## config.mk

```make
export PLATFORM = sky130hd
export DESIGN_NAME = tlk2711_rx_buf_sched
export DESIGN_NICKNAME = d
export VERILOG_FILES = /design/src/rtl/tlk2711_rx_buf_sched.sv
export SDC_FILE = /design/constraint.sdc
export NUM_CORES = 1
export LEC_CHECK = 0
export ABC_AREA = 1
export CAP_MARGIN = 15
export CORE_ASPECT_RATIO = 1.1
export CORE_MARGIN = 2
export CORE_UTILIZATION = 45
export CTS_BUF_LIST = sky130_fd_sc_hd__clkbuf_4 sky130_fd_sc_hd__clkbuf_8
export CTS_CLUSTER_SIZE = 20
export DETAILED_ROUTE_END_ITERATION = 16
export PLACE_DENSITY = 0.8
export SYNTH_ARGS = -nofsm -noshare
export SYNTH_HDL_FRONTEND = slang
export SYNTH_SLANG_ARGS = --single-unit
export TNS_END_PERCENT = 20
```

## constraint.sdc

```tcl
create_clock -name clk -period 6.7 [get_ports clk]
set_clock_uncertainty 0.1 [all_clocks]
set_input_delay 2.01 -clock clk [delete_from_list [all_inputs] [get_ports clk]]
set_output_delay 2.01 -clock clk [all_outputs]
set_load 0.02 [all_outputs]
```

## src/rtl/tlk2711_rx_buf_sched.sv

```systemverilog
// Receive buffer scheduler for the TLK2711 RX link: walks a ring of DDR frame
// buffers, tracks host-owned buffers, and recovers the link after loss of sync.
module tlk2711_rx_buf_sched #(
  parameter int ADDR_WIDTH  = 32,
  parameter int NUM_BUF     = 4,
  parameter int DRAIN_MAX   = 4096,
  parameter int SRST_CYCLES = 4
) (
  input  logic                       clk,
  input  logic                       rst_n,
  input  logic                       i_enable,
  input  logic [ADDR_WIDTH-1:0]      i_base_addr,
  input  logic [ADDR_WIDTH-1:0]      i_buf_stride,
  input  logic [15:0]                i_frames_per_buf,
  input  logic                       i_buf_release,
  input  logic                       i_rx_interrupt,
  input  logic                       i_loss_interrupt,
  input  logic                       i_rx_fifo_empty,
  output logic                       o_rx_start,
  output logic [ADDR_WIDTH-1:0]      o_rx_base_addr,
  output logic                       o_rx_fifo_rd,
  output logic                       o_soft_rst,
  output logic                       o_buf_done,
  output logic [$clog2(NUM_BUF)-1:0] o_buf_idx,
  output logic [$clog2(NUM_BUF):0]   o_full_cnt,
  output logic [15:0]                o_loss_cnt,
  output logic                       o_drain_timeout,
  output logic [2:0]                 o_state
);

  localparam int IDX_W = $clog2(NUM_BUF);
  localparam int CNT_W = IDX_W + 1;
  localparam int DRN_W = $clog2(DRAIN_MAX + 1);
  localparam int SRC_W = $clog2(SRST_CYCLES + 1);

  typedef enum logic [2:0] {
    S_IDLE     = 3'd0,
    S_START    = 3'd1,
    S_RUN      = 3'd2,
    S_WAIT_BUF = 3'd3,
    S_DRAIN    = 3'd4,
    S_SRST     = 3'd5
  } state_e;

  state_e                  state_q, state_d;
  logic [IDX_W-1:0]        wr_idx_q, wr_idx_d;
  logic [15:0]             frame_cnt_q, frame_cnt_d;
  logic [CNT_W-1:0]        full_cnt_q, full_cnt_d;
  logic [15:0]             loss_cnt_q, loss_cnt_d;
  logic [DRN_W-1:0]        drain_cnt_q, drain_cnt_d;
  logic [SRC_W-1:0]        srst_cnt_q, srst_cnt_d;
  logic [ADDR_WIDTH-1:0]   base_addr_q, base_addr_d;
  logic                    buf_done_q, buf_done_d;
  logic [IDX_W-1:0]        buf_idx_q, buf_idx_d;
  logic                    timeout_q, timeout_d;
  logic [15:0]             fpb_eff;
  logic                    done;

  always_comb begin
    state_d     = state_q;
    wr_idx_d    = wr_idx_q;
    frame_cnt_d = frame_cnt_q;
    full_cnt_d  = full_cnt_q;
    loss_cnt_d  = loss_cnt_q;
    drain_cnt_d = drain_cnt_q;
    srst_cnt_d  = srst_cnt_q;
    base_addr_d = base_addr_q;
    buf_done_d  = 1'b0;
    buf_idx_d   = buf_idx_q;
    timeout_d   = timeout_q;
    done        = 1'b0;
    fpb_eff     = (i_frames_per_buf == 16'd0) ? 16'd1 : i_frames_per_buf;

    unique case (state_q)
      S_IDLE: begin
        if (i_enable) state_d = S_START;
      end
      S_START: begin
        frame_cnt_d = '0;
        state_d     = S_RUN;
      end
      S_RUN, S_WAIT_BUF: begin
        if (i_rx_interrupt) frame_cnt_d = frame_cnt_q + 16'd1;
        // Loss wins over a same-cycle completion; the frame is still counted.
        if (i_loss_interrupt || !i_enable) begin
          state_d     = S_DRAIN;
          drain_cnt_d = '0;
          if (i_loss_interrupt && loss_cnt_q != 16'hFFFF) loss_cnt_d = loss_cnt_q + 16'd1;
        end else if (state_q == S_RUN) begin
          if (i_rx_interrupt && (({1'b0, frame_cnt_q} + 17'd1) >= {1'b0, fpb_eff})) begin
            done    = 1'b1;
            state_d = S_WAIT_BUF;
          end
        end else if (full_cnt_q < CNT_W'(NUM_BUF)) begin
          state_d = S_START;
        end
      end
      S_DRAIN: begin
        if (i_rx_fifo_empty) begin
          state_d    = S_SRST;
          srst_cnt_d = '0;
        end else if (drain_cnt_q == DRN_W'(DRAIN_MAX - 1)) begin
          state_d    = S_SRST;
          srst_cnt_d = '0;
          timeout_d  = 1'b1;
        end else begin
          drain_cnt_d = drain_cnt_q + 1'b1;
        end
      end
      S_SRST: begin
        frame_cnt_d = '0;
        if (srst_cnt_q == SRC_W'(SRST_CYCLES - 1)) begin
          state_d = i_enable ? S_START : S_IDLE;
        end else begin
          srst_cnt_d = srst_cnt_q + 1'b1;
        end
      end
      default: state_d = S_IDLE;
    endcase

    if (done) begin
      buf_done_d = 1'b1;
      buf_idx_d  = wr_idx_q;
      wr_idx_d   = wr_idx_q + 1'b1;
    end

    if (done && !i_buf_release) begin
      full_cnt_d = full_cnt_q + 1'b1;
    end else if (!done && i_buf_release && full_cnt_q != '0) begin
      full_cnt_d = full_cnt_q - 1'b1;
    end

    // Address is latched as START is entered, using the post-completion index.
    if (state_d == S_START) begin
      base_addr_d = i_base_addr + ADDR_WIDTH'(wr_idx_d) * i_buf_stride;
    end
  end

  always_ff @(posedge clk or negedge rst_n) begin
    if (!rst_n) begin
      state_q     <= S_IDLE;
      wr_idx_q    <= '0;
      frame_cnt_q <= '0;
      full_cnt_q  <= '0;
      loss_cnt_q  <= '0;
      drain_cnt_q <= '0;
      srst_cnt_q  <= '0;
      base_addr_q <= '0;
      buf_done_q  <= 1'b0;
      buf_idx_q   <= '0;
      timeout_q   <= 1'b0;
    end else begin
      state_q     <= state_d;
      wr_idx_q    <= wr_idx_d;
      frame_cnt_q <= frame_cnt_d;
      full_cnt_q  <= full_cnt_d;
      loss_cnt_q  <= loss_cnt_d;
      drain_cnt_q <= drain_cnt_d;
      srst_cnt_q  <= srst_cnt_d;
      base_addr_q <= base_addr_d;
      buf_done_q  <= buf_done_d;
      buf_idx_q   <= buf_idx_d;
      timeout_q   <= timeout_d;
    end
  end

  assign o_rx_start      = (state_q == S_START);
  assign o_rx_base_addr  = base_addr_q;
  assign o_rx_fifo_rd    = (state_q == S_DRAIN) && !i_rx_fifo_empty;
  assign o_soft_rst      = (state_q == S_SRST);
  assign o_buf_done      = buf_done_q;
  assign o_buf_idx       = buf_idx_q;
  assign o_full_cnt      = full_cnt_q;
  assign o_loss_cnt      = loss_cnt_q;
  assign o_drain_timeout = timeout_q;
  assign o_state         = state_q;

endmodule

```

; ---- After elaboration in Yosys (flattened, before gate mapping)
; Cells that the tools add are included.
[totals]
regBits = 92
in_bits = 87
out_inout_bits = 61
elab_cells = 93
[classes]
addsub = 9
mul = 1
order_cmp = 2
n_eq_ne = 15
n_mux = 29
bitwise = 1
n_reduce_logical = 25
[ops]
columns = op, count
row1 = $mux 13, 3
row2 = $mux 3, 13
row3 = $add 16x1->16 const B, 2
row4 = $add 32x32->32, 1
row5 = $mul 2x32->32, 1
row6 = $mux 16, 2
row7 = $pmux 16 s2, 1
row8 = $pmux 13 s2, 1
row9 = $add 16x1->17 const B, 1
row10 = $ge 17x16->1, 1
row11 = $logic_not 16->1, 1
row12 = $ne 16x16->1 const B, 1
row13 = $pmux 3 s5, 1
row14 = $add 13x1->13 const B, 1
row15 = $eq 13x12->1 const B, 1
row16 = $ne 2x2->1 const B, 5
row17 = $eq 3x2->1 const B, 3
row18 = $reduce_and 3->1, 3
row19 = $reduce_bool 2->1, 4
row20 = $add 3x1->3 const B, 2
row21 = $eq 3x1->1 const B, 2
row22 = $eq 3x3->1 const B, 2
row23 = $logic_and 1x1->1, 6
row24 = $mux 1, 6
row25 = other kinds (14), 18

; ---- Longest topological paths before layout
; Gate-level depths: netlist (run 1).
[logic_depth]
ltp_word = 13
depth_mapped = 45
ltp_nobuf = 44

; ---- Worst setup path after synthesis (run 1)
; No wires, ideal clock.
[synth_path]
kind = input-to-reg
from = input i_frames_per_buf[0]
to = register base_addr_q[21], in the netlist o_rx_base_addr[21]
setup_ns = 0.126
arrival_time_ns = 6.043
required_time_ns = 6.474
slack_ns = 0.431
path_stages = 35
path_buffers = 1
path_cell_list = nor4_1 -> a41o_1 -> ha_1 -> nand2_1 -> nor2_1 -> nand2_1 -> nor2_1 -> nor2_1 -> nand3_1 -> nor2_2 -> nand3_2 -> nand3_2 -> nand2_1 -> nand2_1 -> inv_1 -> buf_2 -> nand2_1 -> fa_1 -> inv_1 -> ha_1 -> inv_1 -> fa_1 -> o21ai_2 -> nand2_1 -> nand2_1 -> nand2_1 -> nand2_1 -> nand2_1 -> nand2_2 -> a21boi_1 -> o21ai_0 -> nand2_1 -> nand2_1 -> xnor2_1 -> o21ai_0
[synth_via]
elab_chain_len = 11
elab_cells_between_ends = 16
cone_classes = add/sub: 1 / mul: 1 / order compare: 1 / eq/ne: 1 / mux: 10 / reduce/logical: 2
[synth_lines]
columns = item, line_no
row1 = "start, declared", 14  ; input logic [15:0] i_frames_per_buf,
row2 = $logic_not 16->1, 72  ; fpb_eff = (i_frames_per_buf == 16'd0) ? 16'd1 : i_frames_per_buf;
row3 = $mux 16 *, 72
row4 = $ge 17x16->1 *, 90  ; if (i_rx_interrupt && (({1'b0, frame_cnt_q} + 17'd1) >= {1'b0, fpb_eff})) begin
row5 = $logic_and 1x1->1 *, 90
row6 = $mux 1, 90
row7 = $mux 1, 89  ; end else if (state_q == S_RUN) begin
row8 = $mux 1, 85  ; if (i_loss_interrupt || !i_enable) begin
row9 = $mux 1, 74  ; unique case (state_q)
row10 = $mux 2, 121  ; if (done) begin
row11 = $mul 2x32->32, 135  ; base_addr_d = i_base_addr + ADDR_WIDTH'(wr_idx_d) * i_buf_stride;
row12 = $add 32x32->32, 135
row13 = "end signal, assigned", 160  ; base_addr_q <= base_addr_d;
row14 = "end, declared", 52  ; logic [ADDR_WIDTH-1:0] base_addr_q, base_addr_d;
; Every way passes the cells marked *; elsewhere a longest branch is shown, timed or not.
; A chain may end at the register's enable or synchronous reset.

; ---- Worst setup path in the final report (run 1)
[layout_path]
from = input i_frames_per_buf[13]
to = register base_addr_q[27], in the netlist o_rx_base_addr[27]
; The elaborated chain is that of the path after synthesis.

==> run metrics, run 1 <==
via count=7141; placed cells=1413; worst r2r src=frame_cnt_q[2]; worst hold start=o_drain_timeout; gpl congestion=0.895; share of power burned in registers=0.304; Post-synth ARST share=1.00; combinational share of power=0.559; fin nets=1392; hold endpoint=o_drain_timeout; crit end category=register; most frequent CP cell=nand2_1; RR Endpoint=o_rx_base_addr[27]; Post-Synthesis Net Count=1159; Port Buf Inserts=147; Finished Cell Area=0.0101 mm2; max-slew violations=0; Place WS=-0.392 ns; cell with the most instances after synthesis=nand2_1; clock network power share=0.137; Layout area overhead=35.0%; CP Class=input pin to register; setup_tns=0 ns; worst skew pair latency=0.37 ns; Lkg Pwr=5.34 nW; CP required=6.84 ns; Bufs on Longest Clock Path=2; Remaining DRCs=0; P_int=1.53 mW; DR iter-0 viols=323; vias per cell=4.99; clock transition at the registers of the reported paths=0.11 ns; post-synth top area share=0.307; Finished Layout Cells=1430; Cell Area, Placed=0.00980 mm2; Die ar.=0.0177 mm2; Diodes inserted=0; die width=127 um; Synth Cell Area=0.00749 mm2; Post-synth EDFFs=0; GRT Util Overall=0.227; type of origin of the critical path=input pin; Critical Path AT=6.54 ns; ys flop type=dfrtp_1; slew margin rel.=0.524; status=completed; max cap viols=0; largest cells by area after synthesis=dfrtp_1 (31%), nand2_1 (12%), inv_1 (9.6%); Root Driver=clkbuf_8; grt met1 use=0.271; NetSw=1.17 mW; Die H=139 um; CP max stage delay=0.48 ns; fin crit period=6.41 ns; synth unique cells=49; reg2reg path depth=37; warning count from the yosys run=0; CP max stage cell=fa_1; initial core utilization=0.459; fmax=156 MHz; DPL Wire Length=16.4 mm; vias in the first global route=7011; Hold Violations, Final=0; share of post-route cells with drive strength above 1=0.142; Hold Path Stages=1; GRT overflow=0; Routed Antenna Nets=0; Core ar.=0.0163 mm2; I/O pin count=148; drt wl/cell=14.0 um; synthesis-stage register bit count=92; synthesized instance count=988; Sw Share=0.434; Final WS setup=0.291 ns; largest net degree at the start of global routing=53; Worst path top cell family by delay=simple AND/OR/NAND/NOR gates; DRT Pass-1 Iters=4; cell taking the most area after synthesis=dfrtp_1; HP Class=register to register; worst-path maximum fanout=5; pwr dens=268 mW/mm2; CTS Buf Count=9; Final period util=0.957; fillers=1452; first-pass GRT wire length=32.5 mm; met3 usage=0.0223; M2 GR Usage=0.423; setup slack, reg-to-reg=0.67 ns; hold slack=0.363 ns; final wirelength=20.1 mm; most frequent cells after synthesis=nand2_1 (236), inv_1 (191), dfrtp_1 (92); number of core rows=49; Seq/Total Area, Yosys=0.307; worst-margin pin slew=0.715 ns; setup violators final=0; clock sinks=92; VDD IR max=0.000168 V; CTS tree=built; H-Tree Depth=3; most used routing layer=met2; initial antenna violation count=0; Avg Cell Area, Syn=7.58 um2; Buf/Inv on CP=5
[layer usage]
layer,wire length (um),part of all wire
met5,0,0
met4,396,0.020
met3,737,0.037
met2,10600,0.53
met1,8320,0.42
[cell families (layout without fill, tap and decap cells)]
| group | count (synthesis) | in the layout | synth area share |
|---|---|---|---|
| flops | 92 | 92 | 0.307 |
| compound gates | 141 | 141 | 0.108 |
| mux | 2 | 2 | 0.00351 |
| fa+ha+maj | 84 | 84 | 0.172 |
| xor+xnor | 59 | 59 | 0.0700 |
| buf+inv | 213 | 451 | 0.110 |
| simple gates | 397 | 397 | 0.228 |
[metrics by stage]
step	utilization	total power [mW]
4_1_cts	0.612	2.70
5_1_grt	0.620	2.91
2_1_floorplan	-	1.66
3_3_place_gp	0.601	2.29
3_5_place_dp	0.601	2.32
6_report	0.620	2.71
[cells in the final DEF (no fill, tap or decap), drive strengths merged, types with 3 or more instances in the layout]
cell type / netlist / final
a21oi: 48 / 48
clkbuf: 2 / 9
o22ai: 4 / 4
clkdlybuf4s50: 0 / 145
nor3: 18 / 18
inv: 199 / 203
o21a: 5 / 5
fa: 32 / 32
o21ai: 61 / 61
dfrtp: 92 / 92
nor4: 8 / 8
buf: 12 / 90
a31oi: 3 / 3
xor2: 31 / 31
nand3: 41 / 41
nand4: 9 / 9
ha: 52 / 52
a21o: 3 / 3
nand2: 247 / 247
xnor2: 28 / 28
nor2: 71 / 71
[power groups by stage]
stage          logic (mW)  registers (mW)  clock network, mW
4_1_cts              1.50           0.822              0.380
5_1_grt              1.66           0.841              0.402
6_report             1.51           0.822              0.371
3_5_place_dp         1.49           0.829                  0
3_3_place_gp         1.46           0.831                  0
2_1_floorplan       0.705           0.952                  0
[worst reg2reg max path, delay by kind of cell, from the launching register on]
kind,cells,cell delay [ns]
AOI/OAI and AO/OA,4,0.56
xor gates and xnor gates,2,0.37
adders and majority gates,3,1.19
buffers and inverters,7,0.72
DFF,1,0.39
and+or+nand+nor,21,2.61
[final cells by class]
cell class	instances	area [um2]	area share
clock inverters	7	57.6	0.00569
inverters	199	747	0.0739
repair buffers	236	2140	0.212
well taps	204	255	0.0252
flip-flops and latches	92	2300	0.228
clock buffers	9	124	0.0123
multi-input cells	683	4480	0.443
[registers in the layout, indices dropped and copies added (netlist names)]
name	cells
o_drain_timeout	1
o_buf_idx	2
o_loss_cnt	16
frame_cnt_q	16
o_state	3
o_rx_base_addr	32
srst_cnt_q	3
o_full_cnt	3
wr_idx_q	2
o_buf_done	1
drain_cnt_q	13
[timing repair]
action | in CTS | in global routing
gates resized for setup | 1 | 31
hold buffers | 0 | 0
pin swaps | 0 | 6
buffers inserted | 0 | 1
endpoints found under the setup margin | 1 | 22
[worst max path at each step]
stage | startpoint | to | slack, ns | cells past startpoint
6_report | i_frames_per_buf[13] | o_rx_base_addr[27] | 0.29 | 35
5_1_grt | i_frames_per_buf[13] | o_rx_base_addr[29] | -0.03 | 37
4_1_cts | i_frames_per_buf[12] | o_rx_base_addr[29] | 0.02 | 36
3_5_place_dp | i_frames_per_buf[12] | o_rx_base_addr[20] | -0.39 | 30
3_3_place_gp | i_frames_per_buf[12] | o_rx_base_addr[20] | -0.25 | 30
2_1_floorplan | i_frames_per_buf[0] | o_rx_base_addr[21] | 0.43 | 35
Power figures use the tool's default switching activity.
==> run 2, diff against run 1 <==
- PLACE_DENSITY: 0.8 -> unset
- PLACE_DENSITY_LB_ADDON: unset -> 0.1
==> run 2 against run 1 <==
Sequential share of layout area fell by 0.56 points. Sequential power rose by 1%. Critical path type unchanged. Via count fell by 1.5%. Routed wire length fell by 2.9%. Combinational power barely moved. Count of clock-buffer cells in the layout did not move. Global-route usage fell by 0.47 points. Largest cell class unchanged. Register-to-register slack improved by 0.04 ns. Setup slack got worse by 0.014 ns. Critical path depth fell by 1.
==> run metrics, run 2 (synthesis results as in run 1) <==
commonest non-fill, non-tap cell in the layout=nand2_1; Hold Buf Count CTS=0; Routed Antenna Nets=0; share of power burned in registers=0.299; Layout area overhead=38.4%; gpl congestion=0.905; first-pass GRT wire length=31.8 mm; CP required=6.86 ns; GRT Util Overall=0.222; clock transition at the registers of the reported paths=0.10 ns; type of origin of the critical path=input pin; placed cells=1421; most frequent cells in the layout=nand2_1 (231), inv_1 (189), clkdlybuf4s50_1 (139); Sw Share=0.426; fin crit period=6.42 ns; Core ar.=0.0163 mm2; multi-input logic area=0.00458 mm2; max-slew violations=0; number of core rows=49; clock sinks=92; Place WS=-0.505 ns; Die ar.=0.0177 mm2; VDD IR max=0.000192 V; Remaining DRCs=0; DR iter-0 viols=394; vias per cell=4.88; slew margin rel.=0.561; via count=7033; CTS tree=built; CP Class=input pin to register; DRT Pass-1 Iters=4; DPL Wire Length=15.8 mm; Root Driver=clkbuf_8; P_int=1.59 mW; fin nets=1403; Critical Path AT=6.58 ns; setup violators final=0; worst skew pair latency=0.38 ns; crit end category=register; max FFs per register=32; Final period util=0.959; I/O pin count=148; fmax=156 MHz; H-Tree Depth=3; Finished Layout Cells=1441; GRT overflow=0; Die H=139 um; share of post-route cells with drive strength above 1=0.162; initial core utilization=0.459; drt wl/cell=13.5 um; initial antenna violation count=0; max cap viols=0; final wirelength=19.5 mm; status=completed; FF+latch area=0.00230 mm2; Bufs on Longest Clock Path=2; Diodes inserted=0; fillers=1466; CP max stage cell=fa_1; CTS Buf Count=9; Final WS setup=0.277 ns; die width=127 um; most frequent CP cell=nand2_1; CP max stage delay=0.54 ns; Port Buf Inserts=147; combinational share of power=0.553; Hold Violations, Final=0; pwr dens=268 mW/mm2; clock network power share=0.147; Lkg Pwr=5.48 nW; largest net degree at the start of global routing=50; NetSw=1.19 mW; worst-margin pin slew=0.658 ns; setup_tns=0 ns; worst-path maximum fanout=4; HP Class=register to register; vias in the first global route=6896
-- run 2: routing by layer --
layer / wire length [um] / GRT usage / vias up
met3: 674 / 0.0323 / 26
met5: 0 / 0 / -
met2: 10000 / 0.402 / 152
met4: 375 / 0.0717 / 0
li1: - / - / 3603
met1: 8420 / 0.270 / 3252
-- run 2: cell type report --
| cell class | count | area share |
|---|---|---|
| clock buffer | 9 | 0.0120 |
| inverter | 199 | 0.0723 |
| timing repair buffer | 247 | 0.218 |
| sequential | 92 | 0.222 |
| tap | 204 | 0.0246 |
| clock inverter | 7 | 0.00881 |
| multi-input combinational | 683 | 0.442 |
-- run 2: what timing repair did --
item                                    in CTS  in global routing
resized for setup                            5                 54
pin swaps                                    0                 12
endpoints found under the setup margin       7                 22
buffers inserted                             0                  4
-- run 2: worst max-delay path: cells and delay by family --
| family | cells | cell delay [ns] |
|---|---|---|
| fa+ha+maj | 3 | 1.04 |
| simple gates | 21 | 1.89 |
| buf+inv | 5 | 0.85 |
| compound gates | 4 | 0.62 |
| xor+xnor | 1 | 0.17 |
-- run 2: stage by stage --
step	utilization	area (um2)	hold slack [ns]	power [mW]
2_1_floorplan	-	7490	0.346	1.66
3_3_place_gp	0.605	9870	0.340	2.31
3_5_place_dp	0.605	9870	0.348	2.33
4_1_cts	0.620	10100	0.372	2.75
5_1_grt	0.636	10400	0.408	2.99
6_report	0.636	10400	0.366	2.78
-- run 2: path summary, 6_finish.rpt --
path / startpoint / end / slack, ns / cells after the start
worst max-delay path: i_frames_per_buf[2] / o_rx_base_addr[26] / 0.28 / 34
worst min-delay path: o_drain_timeout / o_drain_timeout / 0.37 / 1
worst max register to register: frame_cnt_q[0] / o_rx_base_addr[26] / 0.71 / 39
worst min register to register: o_drain_timeout / o_drain_timeout / 0.37 / 1
max in group asynchronous: rst_n / o_rx_base_addr[19] / 3.93 / 2
min in group asynchronous: rst_n / o_rx_base_addr[18] / 1.55 / 1
-- run 2: power groups by stage --
stage / combinational [mW] / clock, mW / sequential (mW)
2_1_floorplan: 0.705 / 0 / 0.952
4_1_cts: 1.50 / 0.419 / 0.834
5_1_grt: 1.69 / 0.444 / 0.851
3_3_place_gp: 1.47 / 0 / 0.841
3_5_place_dp: 1.49 / 0 / 0.841
6_report: 1.54 / 0.410 / 0.832
==> run 3, diff against run 2 <==
- CTS_BUF_LIST: sky130_fd_sc_hd__clkbuf_4 sky130_fd_sc_hd__clkbuf_8 -> unset
- RECOVER_POWER: unset -> 25
==> run 3 against run 2 <==
The run now ends with max-capacitance violations, max-slew violations left. Core utilization up 0.78 points. Count of clock-buffer cells in the layout unchanged. Non-clock buffer count unchanged. Global-route usage about the same. First-iteration DRC count down 13%.
==> run metrics, run 3 (synthesis results as in run 1) <==
status=complete, but fails checks; failing checks=max-capacitance violations, max-slew violations; CP max stage cell=fa_1; GRT overflow=0; first-pass GRT wire length=31.8 mm; worst skew pair latency=0.35 ns; die width=127 um; Remaining DRCs=0; RSZ-0062 raised after global routing=yes; initial core utilization=0.459; final wirelength=19.4 mm; Root Driver=clkbuf_16; crit end category=register; most frequent CP cell=nand2_1; Port Buf Inserts=147; I/O pin count=148; Lkg Pwr=5.54 nW; pwr dens=278 mW/mm2; max cap viols=1; setup violators final=0; share of post-route cells with drive strength above 1=0.168; Routed Antenna Nets=0; fin crit period=6.45 ns; Core ar.=0.0163 mm2; placed cells=1421; via count=7042; CTS tree=built; clock sinks=92; H-Tree Depth=3; VDD IR max=0.000173 V; GRT Util Overall=0.222; clock transition at the registers of the reported paths=0.07 ns; Layout area overhead=40.1%; max FFs per register=32; Finished Layout Cells=1441; Finished Cell Area=0.0105 mm2; CTS Buf Count=9; vias per cell=4.89; max-slew violations=50; type of origin of the critical path=input pin; vias in the first global route=6877; gpl congestion=0.905; number of core rows=49; worst-margin pin slew=2.74 ns; Die H=139 um; drt wl/cell=13.5 um; Final period util=0.962; initial antenna violation count=0; Cell Area, Placed=0.00987 mm2; Diodes inserted=0; setup slack, reg-to-reg=0.70 ns; slew margin rel.=-0.829; Critical Path AT=6.57 ns; fmax=155 MHz; fin nets=1403; CP max stage delay=0.54 ns; Hold Violations, Final=0; CP required=6.82 ns; DR iter-0 viols=343; Hold Buf Count CTS=0; Pwr Total=2.91 mW; worst-path maximum fanout=4; largest net degree at the start of global routing=50; DRT Pass-1 Iters=5; commonest non-fill, non-tap cell in the layout=nand2_1; Bufs on Longest Clock Path=2; DPL Wire Length=15.8 mm; HP Class=register to register; CP Class=input pin to register; Die ar.=0.0177 mm2; fillers=1437; most frequent cells in the layout=nand2_1 (231), inv_1 (188), clkdlybuf4s50_1 (137)
run 3: changes by cell type in the layout (fill, tap and decap cells not counted), sizes merged:
cell           delta
clkbuf            +2
buf               -2
clkdlybuf4s50     -2
dlygate4sd3       +2
run 3: per-stage QoR:
| stage | setup slack [ns] | hold WS (ns) | util | setup TNS [ns] |
|---|---|---|---|---|
| 2_1_floorplan | 0.431 | 0.346 | - | 0 |
| 3_3_place_gp | -0.369 | 0.340 | 0.605 | -5.17 |
| 3_5_place_dp | -0.505 | 0.348 | 0.605 | -7.35 |
| 4_1_cts | 0.00113 | 0.364 | 0.626 | 0 |
| 5_1_grt | -0.135 | 0.400 | 0.643 | -1.14 |
| 6_report | 0.252 | 0.358 | 0.643 | 0 |
run 3: cell type report:
cell class | count | area [um2] | area share
multi-input combinational | 683 | 4610 | 0.440
clock buffer | 9 | 225 | 0.0215
inverter | 199 | 749 | 0.0714
sequential | 92 | 2300 | 0.219
timing repair buffer | 247 | 2250 | 0.215
tap | 204 | 255 | 0.0243
clock inverter | 7 | 91.3 | 0.00870
run 3: metal layers:
layer / vias to the layer above / routed length [um] / GRT usage
li1: 3605 / - / -
met1: 3252 / 8340 / 0.269
met2: 155 / 10000 / 0.404
met3: 30 / 632 / 0.0277
met4: 0 / 448 / 0.0735
met5: - / 0 / 0
run 3: report_power, final:
part / switching, mW / leakage (nW) / internal (mW) / total, mW
Sequential: 0.130 / 1.19 / 0.703 / 0.834
Clock: 0.239 / 0.152 / 0.299 / 0.538
Combinational: 0.832 / 4.19 / 0.711 / 1.54
Total: 1.20 / 5.54 / 1.71 / 2.91
run 3: worst paths after layout:
kind | startpoint | to | cells after the start
min in group asynchronous | rst_n | o_rx_base_addr[18] | 1
worst min register to register | o_drain_timeout | o_drain_timeout | 1
worst min-delay path | o_drain_timeout | o_drain_timeout | 1
worst max register to register | frame_cnt_q[0] | o_rx_base_addr[26] | 39
worst max-delay path | i_frames_per_buf[2] | o_rx_base_addr[26] | 34
max in group asynchronous | rst_n | o_rx_base_addr[19] | 2
run 3: timing repair:
item | 4_1_cts | 5_1_grt
endpoints found under the setup margin | 8 | 23
resized for setup | 6 | 63
pin swaps | 0 | 12
cloned | 0 | 0
setup buffers | 0 | 4
run 3: critical path, delay by kind of cell:
family | cells | cell delay (ns)
and+or+nand+nor | 21 | 1.89
AOI/OAI and AO/OA | 4 | 0.63
buffers and inverters | 5 | 0.85
xor gates and xnor gates | 1 | 0.16
adders and majority gates | 3 | 1.04
